### config.mk
export PLATFORM = sky130hd
export DESIGN_NAME = bk_multiword_seq_flat
export DESIGN_NICKNAME = d
export VERILOG_FILES = /design/src/rtl/bk_multiword_seq_pkg.sv /design/src/rtl/bk_multiword_seq_if.sv /design/src/rtl/bk_multiword_seq_adder.sv /design/src/rtl/bk_multiword_seq.sv /design/src/flat_wrapper.sv
export SDC_FILE = /design/constraint.sdc
export NUM_CORES = 1
export LEC_CHECK = 0
export CORE_AREA = 2 2 152 124
export DETAILED_ROUTE_END_ITERATION = 10
export DIE_AREA = 0 0 154 126
export PLACE_DENSITY_LB_ADDON = 0.12
export SYNTH_ARGS = -nofsm -noshare
export SYNTH_HDL_FRONTEND = slang
export SYNTH_SLANG_ARGS = --single-unit
### constraint.sdc
create_clock -name clk -period 4.9 [get_ports clk]
set_input_delay 0.98 -clock clk [delete_from_list [all_inputs] [get_ports clk]]
set_output_delay 0.98 -clock clk [all_outputs]
set_load 0.01 [all_outputs]
### src/rtl/bk_multiword_seq_pkg.sv
// Shared constants and helpers for the multi-word add/subtract sequencer.
package bk_pkg;

    localparam int unsigned BK_W = 16;

    localparam logic [1:0] StIdle = 2'd0;
    localparam logic [1:0] StRun  = 2'd1;
    localparam logic [1:0] StDone = 2'd2;

    // Word index width; clamped to 1 so the index register is never zero-width.
    function automatic int unsigned idx_w(input int unsigned words);
        return (words < 2) ? 1 : $clog2(words);
    endfunction

endpackage

### src/rtl/bk_multiword_seq_if.sv
// Request/response bus of bk_multiword_seq. req_sub exists only when BK_SUB_EN is defined.
interface bk_multiword_seq_if #(
    parameter int unsigned WORDS = 4
);
    logic                  req_valid;
    logic                  req_ready;
    logic [16*WORDS-1:0]   req_a;
    logic [16*WORDS-1:0]   req_b;
    logic                  req_cin;
`ifdef BK_SUB_EN
    logic                  req_sub;
`endif
    logic                  rsp_valid;
    logic                  rsp_ready;
    logic [16*WORDS-1:0]   rsp_sum;
    logic                  rsp_cout;
    logic                  busy;

    modport slave (
`ifdef BK_SUB_EN
        input  req_sub,
`endif
        input  req_valid, req_a, req_b, req_cin, rsp_ready,
        output req_ready, rsp_valid, rsp_sum, rsp_cout, busy
    );

    modport master (
`ifdef BK_SUB_EN
        output req_sub,
`endif
        output req_valid, req_a, req_b, req_cin, rsp_ready,
        input  req_ready, rsp_valid, rsp_sum, rsp_cout, busy
    );
endinterface

### src/rtl/bk_multiword_seq_adder.sv
// 16-bit Brent-Kung prefix adder with carry-in and carry-out.
module Brentkung_adder (
    input  logic [15:0] X,
    input  logic [15:0] Y,
    input  logic        Cin,
    output logic        Cout,
    output logic [15:0] SUM
);
    logic [15:0] w_p;
    logic [15:0] w_gg;
    logic [15:0] w_pp;

    always_comb begin
        w_p  = X ^ Y;
        w_gg = X & Y;
        w_pp = w_p;
        // Fold Cin into bit 0 so every prefix G[i] is the carry out of bit i.
        w_gg[0] = w_gg[0] | (w_p[0] & Cin);
        for (int d = 1; d < 16; d = d * 2) begin
            for (int i = 2 * d - 1; i < 16; i = i + 2 * d) begin
                w_gg[i] = w_gg[i] | (w_pp[i] & w_gg[i-d]);
                w_pp[i] = w_pp[i] & w_pp[i-d];
            end
        end
        for (int d = 4; d >= 1; d = d / 2) begin
            for (int i = 3 * d - 1; i < 16; i = i + 2 * d) begin
                w_gg[i] = w_gg[i] | (w_pp[i] & w_gg[i-d]);
                w_pp[i] = w_pp[i] & w_pp[i-d];
            end
        end
        SUM[0] = w_p[0] ^ Cin;
        for (int i = 1; i < 16; i++) begin
            SUM[i] = w_p[i] ^ w_gg[i-1];
        end
        Cout = w_gg[15];
    end
endmodule

### src/rtl/bk_multiword_seq.sv
// Sequences a WORDS x 16-bit add (or subtract with BK_SUB_EN) through one Brent-Kung adder,
// LSW first, chaining the carry between words.
module bk_multiword_seq
    import bk_pkg::*;
#(
    parameter int unsigned WORDS = 4
) (
    input logic               clk,
    input logic               rst_n,
    bk_multiword_seq_if.slave bus
);
    localparam int unsigned IdxW = idx_w(WORDS);
    localparam int unsigned OpW  = BK_W * WORDS;

    logic [1:0]      r_state;
    logic [IdxW-1:0] r_idx;
    logic            r_carry;
    logic [OpW-1:0]  r_a;
    logic [OpW-1:0]  r_b;
    logic [OpW-1:0]  r_sum;
    logic            r_cout;
`ifdef BK_SUB_EN
    logic            r_sub;
`endif

    logic [BK_W-1:0] w_x;
    logic [BK_W-1:0] w_y;
    logic [BK_W-1:0] w_sum;
    logic            w_cout;
    logic            w_last;
    logic            w_init_carry;

    always_comb begin
        w_x    = r_a[r_idx*BK_W +: BK_W];
        w_y    = r_b[r_idx*BK_W +: BK_W];
        w_last = (r_idx == IdxW'(WORDS - 1));
`ifdef BK_SUB_EN
        if (r_sub) w_y = ~w_y;
        w_init_carry = bus.req_sub ? 1'b1 : bus.req_cin;
`else
        w_init_carry = bus.req_cin;
`endif
    end

    Brentkung_adder u_adder (
        .X    (w_x),
        .Y    (w_y),
        .Cin  (r_carry),
        .Cout (w_cout),
        .SUM  (w_sum)
    );

    always_ff @(posedge clk or negedge rst_n) begin
        if (!rst_n) begin
            r_state <= StIdle;
            r_idx   <= '0;
            r_carry <= 1'b0;
            r_a     <= '0;
            r_b     <= '0;
            r_sum   <= '0;
            r_cout  <= 1'b0;
`ifdef BK_SUB_EN
            r_sub   <= 1'b0;
`endif
        end else begin
            unique case (r_state)
                StIdle: begin
                    if (bus.req_valid) begin
                        r_a     <= bus.req_a;
                        r_b     <= bus.req_b;
                        r_idx   <= '0;
                        r_carry <= w_init_carry;
`ifdef BK_SUB_EN
                        r_sub   <= bus.req_sub;
`endif
                        r_state <= StRun;
                    end
                end
                StRun: begin
                    r_sum[r_idx*BK_W +: BK_W] <= w_sum;
                    r_carry <= w_cout;
                    if (w_last) begin
                        r_cout  <= w_cout;
                        r_idx   <= '0;
                        r_state <= StDone;
                    end else begin
                        r_idx <= r_idx + IdxW'(1);
                    end
                end
                StDone: begin
                    if (bus.rsp_ready) r_state <= StIdle;
                end
                default: r_state <= StIdle;
            endcase
        end
    end

    assign bus.req_ready = (r_state == StIdle);
    assign bus.rsp_valid = (r_state == StDone);
    assign bus.busy      = (r_state != StIdle);
    assign bus.rsp_sum   = r_sum;
    assign bus.rsp_cout  = r_cout;
endmodule

### src/flat_wrapper.sv
// flat-port wrapper written by rule: the top's interface ports become plain ports
module bk_multiword_seq_flat import bk_pkg::*;
#(
    parameter int unsigned WORDS = 4
)
  (clk, rst_n, bus_req_valid, bus_req_a, bus_req_b, bus_req_cin, bus_rsp_ready, bus_req_ready, bus_rsp_valid, bus_rsp_sum, bus_rsp_cout, bus_busy);
  bk_multiword_seq_if #(.WORDS(WORDS)) bus_i ();
  input logic clk;
  input logic rst_n;
  input wire logic [$bits(bus_i.req_valid)-1:0] bus_req_valid;
  input wire logic [$bits(bus_i.req_a)-1:0] bus_req_a;
  input wire logic [$bits(bus_i.req_b)-1:0] bus_req_b;
  input wire logic [$bits(bus_i.req_cin)-1:0] bus_req_cin;
  input wire logic [$bits(bus_i.rsp_ready)-1:0] bus_rsp_ready;
  output wire logic [$bits(bus_i.req_ready)-1:0] bus_req_ready;
  output wire logic [$bits(bus_i.rsp_valid)-1:0] bus_rsp_valid;
  output wire logic [$bits(bus_i.rsp_sum)-1:0] bus_rsp_sum;
  output wire logic [$bits(bus_i.rsp_cout)-1:0] bus_rsp_cout;
  output wire logic [$bits(bus_i.busy)-1:0] bus_busy;
  assign bus_i.req_valid = bus_req_valid;
  assign bus_i.req_a = bus_req_a;
  assign bus_i.req_b = bus_req_b;
  assign bus_i.req_cin = bus_req_cin;
  assign bus_i.rsp_ready = bus_rsp_ready;
  assign bus_req_ready = bus_i.req_ready;
  assign bus_rsp_valid = bus_i.rsp_valid;
  assign bus_rsp_sum = bus_i.rsp_sum;
  assign bus_rsp_cout = bus_i.rsp_cout;
  assign bus_busy = bus_i.busy;
  bk_multiword_seq #(.WORDS(WORDS)) u_core (.clk(clk), .rst_n(rst_n), .bus(bus_i));
endmodule
==> results.sh, run 1 <==
export IMPL_post_synthesis_average_cell_area_um2=9.90
export IMPL_synth_async_reset_ratio=1.00
export IMPL_floorplan_core_area_um2=17900
export IMPL_gp_congestion=0.852
export IMPL_min_delay_path_class="flop to flop"
export IMPL_worstSetupStartpoint="u_core.r_idx[0]"
export IMPL_synth_top_family_by_area="simple AND/OR/NAND/NOR gates"
export IMPL_first_pass_grt_wire_length_mm=36.6
export IMPL_gr_usage_all_layers=0.245
export IMPL_grt_start_max_net_pins=113
export IMPL_globalRouteOverflowTotal=0
export IMPL_synth_mux_area_frac=0.0820
export IMPL_synth_sequential_area_ratio=0.564
export IMPL_synth_yosys_warnings=0
export IMPL_final_layout_size_suffix_gt1_frac=0.0686
export IMPL_tightest_slew_ns=1.16
export IMPL_die_h_um=126
export IMPL_critPathKind="flop to flop"
export IMPL_number_of_clock_buffers_inserted_by_tritoncts=17
export IMPL_wirelength_mm=22.5
export IMPL_crit_fanout=19
export IMPL_initial_core_util=0.491
export IMPL_setup_viol=0
export IMPL_grt_antenna_before_repair=0
export IMPL_detail_route_iter0_violations=514
export IMPL_htree_levels=4
export IMPL_nNetsFinal=1229
export IMPL_synthesis_instances=888
export IMPL_rows=44
export IMPL_mapped_nets=1050
export IMPL_synthToLayoutAreaGrowth_pct=31.3
export IMPL_timing_rr_start="u_core.r_idx[0]"
export IMPL_synthTopCellsByArea="sky130_fd_sc_hd__dfrtp_1 56%, sky130_fd_sc_hd__nand2_1 19%, sky130_fd_sc_hd__mux4_2 8.2%, sky130_fd_sc_hd__ha_1 2.8%, sky130_fd_sc_hd__o21ai_0 2.2%"
export IMPL_post_synth_most_frequent_cells="443 x sky130_fd_sc_hd__nand2_1, 198 x sky130_fd_sc_hd__dfrtp_1, 38 x sky130_fd_sc_hd__o21ai_0, 32 x sky130_fd_sc_hd__mux4_2, 27 x sky130_fd_sc_hd__clkbuf_1"
export IMPL_synth_area_leader_cell="sky130_fd_sc_hd__dfrtp_1"
export IMPL_max_clock_freq_mhz=256
export IMPL_clk_latency_ns=0.43
export IMPL_routed_via_count=6834
export IMPL_finalHoldViolCount=0
export IMPL_drt_antenna_violating_nets=0
export IMPL_worst_clk_skew_ns=0.00867
export IMPL_vdd_drop_max_uv=389
export IMPL_synth_main_ff_cell="sky130_fd_sc_hd__dfrtp_1"
export IMPL_fillers=1486
export IMPL_power_per_cell_area_nw_per_um2=692
export IMPL_yosys_area_share_adder=0.0490
export IMPL_ctsHoldBuffers=0
export IMPL_worstSetupStartpointType="flop"
export IMPL_chipWidth_um=154
export IMPL_pre_cts_slack_ns=0.986
export IMPL_setup_slack_ns=0.988
export IMPL_viasPerCell=5.22
export IMPL_cts_setup_buffers=0
export IMPL_rsz_0062_raised_after_global_routing="no"
export IMPL_cts_root_buffer_cell="sky130_fd_sc_hd__clkbuf_16"
export IMPL_yosys_register_bits=198
export IMPL_pin_count=201
export IMPL_post_route_drc_count=0
export IMPL_p_leak_uw=0.00553
export IMPL_cp_required_ns=5.19
export IMPL_average_wire_length_per_cell_after_detail_routing_um=17.2
export IMPL_first_pass_iteration_count_of_the_detailed_router=5
export IMPL_tritoncts="done"
export IMPL_post_dp_hpwl_mm=16.4
export IMPL_drv_cap=0
export IMPL_worst_slew_margin_rel=0.219
export IMPL_grt_pass1_vias=7058
export IMPL_dieArea_um2=19400
export IMPL_synth_xor_area_frac=0.00697
export IMPL_netlist_cell_type_count=35
export IMPL_synth_area_um2=8790
export IMPL_worst_endpoint_data_arrival_time_ns=4.20
export IMPL_maxSlewViolCount=0
export IMPL_numPortBuffers=200
export IMPL_post_synth_top_area_fraction=0.564
export IMPL_cts_resized=0
export IMPL_post_layout_total_power_uw=7980
export IMPL_synth_simple_area_share=0.207
export IMPL_insertedDiodeCount=0
export IMPL_cts_max_path_buffers=2
export IMPL_min_period_ns=3.91
export IMPL_end_kind="flop"
export IMPL_worstHoldStart="u_core.r_a[45]"
export IMPL_count_leader_synth="sky130_fd_sc_hd__nand2_1"
export IMPL_clkSlewWorstSetupHoldPaths_ns=0.07
export IMPL_number_of_flops_mapped_to_enable_cells_by_yosys=0
export IMPL_postLayoutCoreUtil=0.645
export IMPL_post_route_clock_period_utilization=0.798
export IMPL_post_synthesis_compound_gate_area_fraction=0.0623
export IMPL_cts_sink_count=198
export IMPL_final_setup_tns_ns=0
export IMPL_outcome="complete, no violations"
[kinds of logic (layout without fill, tap and decap cells)]
| logic type | count (synthesis) | in the layout |
|---|---|---|
| compound gates | 89 | 89 |
| flops | 198 | 198 |
| xor+xnor | 7 | 7 |
| mux | 32 | 32 |
| buf+inv | 61 | 252 |
| fa+ha+maj | 29 | 29 |
| simple gates | 472 | 472 |
[per-stage QoR]
stage	cell area (µm²)	hold slack, ns	cells
floorplan	8790	0.440	888
global placement	11000	0.453	1278
detailed placement	11000	0.457	1278
CTS	11500	0.474	1309
global route	11500	0.487	1309
finish	11500	0.471	1309
[critical path: stages (launching register included)]
cell and delay (ns):
sky130_fd_sc_hd__dfrtp_2 0.67, sky130_fd_sc_hd__buf_4 0.36, sky130_fd_sc_hd__mux4_2 0.53, sky130_fd_sc_hd__ha_1 0.35, sky130_fd_sc_hd__o211ai_1 0.19, sky130_fd_sc_hd__a21oi_1 0.09
sky130_fd_sc_hd__o2111ai_1 0.32, sky130_fd_sc_hd__a21oi_1 0.11, sky130_fd_sc_hd__or3_1 0.33, sky130_fd_sc_hd__fa_1 0.38, sky130_fd_sc_hd__xnor2_1 0.29, sky130_fd_sc_hd__o21ai_0 0.15
[layout by cell type (no fill, tap or decap), types with 11 or more instances in the layout]
| cell type | instances |
|---|---|
| sky130_fd_sc_hd__dfrtp_1 | 196 |
| sky130_fd_sc_hd__a21oi_1 | 11 |
| sky130_fd_sc_hd__mux4_2 | 32 |
| sky130_fd_sc_hd__inv_1 | 14 |
| sky130_fd_sc_hd__nand2_1 | 442 |
| sky130_fd_sc_hd__nor2_1 | 13 |
| sky130_fd_sc_hd__clkdlybuf4s50_1 | 199 |
| sky130_fd_sc_hd__a22o_1 | 20 |
| sky130_fd_sc_hd__o21ai_0 | 38 |
| sky130_fd_sc_hd__ha_1 | 20 |
| sky130_fd_sc_hd__clkbuf_16 | 17 |
[per-layer routing]
layer | GRT usage | share of wire | up-vias
li1 | - | - | 3250
met1 | 0.343 | 0.45 | 3310
met2 | 0.388 | 0.46 | 241
met3 | 0.0554 | 0.066 | 33
met4 | 0.0770 | 0.020 | 0
met5 | 0 | 0 | -
[worst paths after layout]
| check | endpoint | slack [ns] | cells past startpoint |
|---|---|---|---|
| worst max-delay path | u_core.bus.rsp_sum[31] | 0.99 | 11 |
| worst min-delay path | u_core.r_a[45] | 0.47 | 2 |
| worst max register to register | u_core.bus.rsp_sum[31] | 0.99 | 11 |
| worst min register to register | u_core.r_a[45] | 0.47 | 2 |
| max in group asynchronous | u_core.r_idx[0] | 3.23 | 2 |
| min in group asynchronous | u_core.r_a[28] | 0.67 | 1 |
[flip-flops by register name, summed over array words and instances (netlist names)]
| signal | count |
|---|---|
| u_core.r_carry | 1 |
| u_core.r_state | 2 |
| u_core.bus.rsp_cout | 1 |
| u_core.r_a | 64 |
| u_core.r_b | 64 |
| u_core.bus.rsp_sum | 64 |
| u_core.r_idx | 2 |
[area by class of cell]
cell class	instances	area [µm²]	area share
sequential	198	4960	0.429
multi-input combinational	629	3590	0.311
timing repair buffer	207	2070	0.179
clock buffer	19	433	0.0375
tap	230	288	0.0249
clock inverter	12	153	0.0132
inverter	14	52.6	0.00455
[power breakdown]
| group | switching, µW | internal, µW | leakage, µW |
|---|---|---|---|
| Sequential | 418 | 2260 | 0.00254 |
| Combinational | 2310 | 1590 | 0.00271 |
| Clock | 604 | 802 | 0.000287 |
Note: power is estimated with default switching activity, not from simulation.
==> run 2: changes to the inputs <==
--- a/config.mk
+++ b/config.mk
@@ -5,9 +5,9 @@
 export SDC_FILE = /design/constraint.sdc
 export NUM_CORES = 1
 export LEC_CHECK = 0
-export CORE_AREA = 2 2 152 124
+export CORE_AREA = 2 2 158 129
 export DETAILED_ROUTE_END_ITERATION = 10
-export DIE_AREA = 0 0 154 126
+export DIE_AREA = 0 0 160 131
 export PLACE_DENSITY_LB_ADDON = 0.12
 export SYNTH_ARGS = -nofsm -noshare
 export SYNTH_HDL_FRONTEND = slang
==> constraint.sdc (replaced) <==
create_clock -name clk -period 3.5 [get_ports clk]
set_input_delay 0.7 -clock clk [delete_from_list [all_inputs] [get_ports clk]]
set_output_delay 0.7 -clock clk [all_outputs]
set_load 0.01 [all_outputs]
==> run 2 against run 1 <==
  * Clock skew up 0.00065 ns
  * Highest routed layer unchanged
  * Largest cell class unchanged
  * Utilization down 3.7 points
  * Via count is essentially flat
  * Critical path depth grew 1
  * Worst setup slack lost 0.93 ns
  * Clock power grew 36%
  * Final cell count rose by 3.9%
  * Register-to-register slack got worse by 0.93 ns
==> results.sh, run 2 (synthesized netlist as in run 1, its figures left out) <==
export IMPL_min_delay_path_class="input pin to async pin"
export IMPL_detail_route_iter0_violations=446
export IMPL_htree_levels=4
export IMPL_floorplan_core_area_um2=19500
export IMPL_synthToLayoutAreaGrowth_pct=34.5
export IMPL_worstSetupStartpointType="flop"
export IMPL_grt_pass1_vias=6888
export IMPL_rsz_0062_raised_after_global_routing="yes"
export IMPL_p_leak_uw=0.00564
export IMPL_grt_start_max_net_pins=74
export IMPL_die_h_um=131
export IMPL_globalRouteOverflowTotal=0
export IMPL_maxSlewViolCount=0
export IMPL_clockPowerShare=0.163
export IMPL_viasPerCell=5.03
export IMPL_chipWidth_um=160
export IMPL_pin_count=201
export IMPL_initial_core_util=0.452
export IMPL_tritoncts="done"
export IMPL_critPathSlowestCell="sky130_fd_sc_hd__mux4_2"
export IMPL_setup_slack_ns=0.0537
export IMPL_critical_path_n_buffers_inverters=1
export IMPL_drv_cap=0
export IMPL_nNetsFinal=1245
export IMPL_cp_required_ns=3.80
export IMPL_max_clock_freq_mhz=290
export IMPL_ctsHoldBuffers=0
export IMPL_cts_root_buffer_cell="sky130_fd_sc_hd__clkbuf_16"
export IMPL_end_kind="flop"
export IMPL_power_per_cell_area_nw_per_um2=997
export IMPL_first_pass_grt_wire_length_mm=37.5
export IMPL_cts_sink_count=198
export IMPL_layout_cells_most_common_list="442 x sky130_fd_sc_hd__nand2_1, 199 x sky130_fd_sc_hd__clkdlybuf4s50_1, 196 x sky130_fd_sc_hd__dfrtp_1"
export IMPL_critPathKind="flop to flop"
export IMPL_clkSlewWorstSetupHoldPaths_ns=0.07
export IMPL_post_route_clock_period_utilization=0.985
export IMPL_outcome="complete, no violations"
export IMPL_rows=46
export IMPL_power_switching_fraction=0.421
export IMPL_worstSetupPathDepth=12
export IMPL_grt_antenna_before_repair=0
export IMPL_tightest_slew_ns=1.00
export IMPL_vdd_drop_max_uv=667
export IMPL_routed_via_count=6837
export IMPL_drt_antenna_violating_nets=0
export IMPL_number_of_clock_buffers_inserted_by_tritoncts=17
export IMPL_worstRegToRegCells=12
export IMPL_crit_family="adder cells"
export IMPL_gr_usage_all_layers=0.234
export IMPL_cell_internal_pwr_uw=6820
export IMPL_power_share_combinational=0.522
export IMPL_worst_slew_margin_rel=0.324
export IMPL_worst_clk_skew_ns=0.00932
export IMPL_crit_path_frequent_cell="sky130_fd_sc_hd__fa_2"
export IMPL_first_pass_iteration_count_of_the_detailed_router=5
export IMPL_dieArea_um2=21000
export IMPL_critPathMaxStageDelay_ns=0.55
export IMPL_cts_max_path_buffers=2
export IMPL_average_wire_length_per_cell_after_detail_routing_um=17.2
export IMPL_worst_endpoint_data_arrival_time_ns=3.75
export IMPL_clk_latency_ns=0.44
export IMPL_list_of_cells_traversed_by_the_critical_path="mux4_2 > fa_2 > inv_2 > fa_2 > nand2b_4 > a21oi_2 > o2111ai_2 > a21oi_1 > or3_4 > fa_2 > xnor2_4 > o21ai_1"
export IMPL_fillers=1690
export IMPL_post_route_drc_count=0
export IMPL_finalHoldViolCount=0
export IMPL_power_sequential_fraction=0.315
export IMPL_layout_cells_most_common="sky130_fd_sc_hd__nand2_1"
export IMPL_numPortBuffers=200
export IMPL_setup_viol=0
export IMPL_gp_congestion=0.857
export IMPL_crit_fanout=4
export IMPL_power_switching_uw=4960
export IMPL_post_dp_hpwl_mm=17.1
export IMPL_min_period_ns=3.45
export IMPL_final_layout_size_suffix_gt1_frac=0.0949
export IMPL_insertedDiodeCount=0
export IMPL_final_setup_tns_ns=0
export IMPL_pre_cts_slack_ns=-0.0495
export IMPL_wirelength_mm=23.4
run 2: final timing paths:
path	start	endpoint	slack [ns]
max	u_core.r_idx[0]	u_core.bus.rsp_sum[15]	0.05
min	rst_n	u_core.r_a[10]	0.27
max reg2reg	u_core.r_idx[0]	u_core.bus.rsp_sum[15]	0.05
min reg2reg	u_core.r_a[40]	u_core.r_a[40]	0.47
max in group asynchronous	rst_n	u_core.bus.rsp_sum[32]	2.50
min in group clk	u_core.r_a[40]	u_core.r_a[40]	0.47
run 2: power by group through the flow:
stage          Clock (µW)  Combinational (µW)  Sequential (µW)
2_1_floorplan           0                3690             3580
6_report             1920                6160             3710
3_3_place_gp            0                5620             3740
5_1_grt              2040                6770             3800
4_1_cts              1950                5810             3700
3_5_place_dp            0                5720             3730
run 2: metal layers:
layer	GRT usage	wire [µm]	vias up
li1	-	-	3281
met1	0.342	10900	3305
met2	0.355	10600	225
met3	0.0530	1530	26
met4	0.0700	401	0
met5	0	0	-
run 2: cell type report:
cell class              instances  area (µm²)  share of cell area
well taps                     264         330              0.0279
clock inverters                14         148              0.0125
clock buffers                  18         429              0.0363
flip-flops and latches        198        4960               0.419
multi-input cells             629        3660               0.309
repair buffers                223        2250               0.191
inverters                      14        52.6             0.00444
run 2: through the flow:
step | instance area (µm²) | hold slack, ns | cells | utilization | total power (µW)
finish | 11800 | 0.266 | 1360 | 0.608 | 11800
global placement | 11100 | 0.454 | 1319 | 0.571 | 9360
global route | 11800 | 0.315 | 1360 | 0.608 | 12600
floorplan | 8810 | 0.404 | 888 | - | 7270
detailed placement | 11100 | 0.458 | 1319 | 0.571 | 9450
CTS | 11700 | 0.292 | 1351 | 0.602 | 11500
run 2: what timing repair did:
item	4_1_cts	5_1_grt
setup buffers	0	9
endpoints found under the setup margin	6	20
cloned	0	0
pin swaps	0	9
gates resized for setup	3	16
run 2: worst register-to-register path, stage by stage (launching register included):
cell and delay, ns:
sky130_fd_sc_hd__dfrtp_2 0.46, sky130_fd_sc_hd__mux4_2 0.55, sky130_fd_sc_hd__fa_2 0.37, sky130_fd_sc_hd__inv_2 0.07, sky130_fd_sc_hd__fa_2 0.22, sky130_fd_sc_hd__nand2b_4 0.14, sky130_fd_sc_hd__a21oi_2 0.07, sky130_fd_sc_hd__o2111ai_2 0.24
sky130_fd_sc_hd__a21oi_1 0.10, sky130_fd_sc_hd__or3_4 0.35, sky130_fd_sc_hd__fa_2 0.44, sky130_fd_sc_hd__xnor2_4 0.23, sky130_fd_sc_hd__o21ai_1 0.08
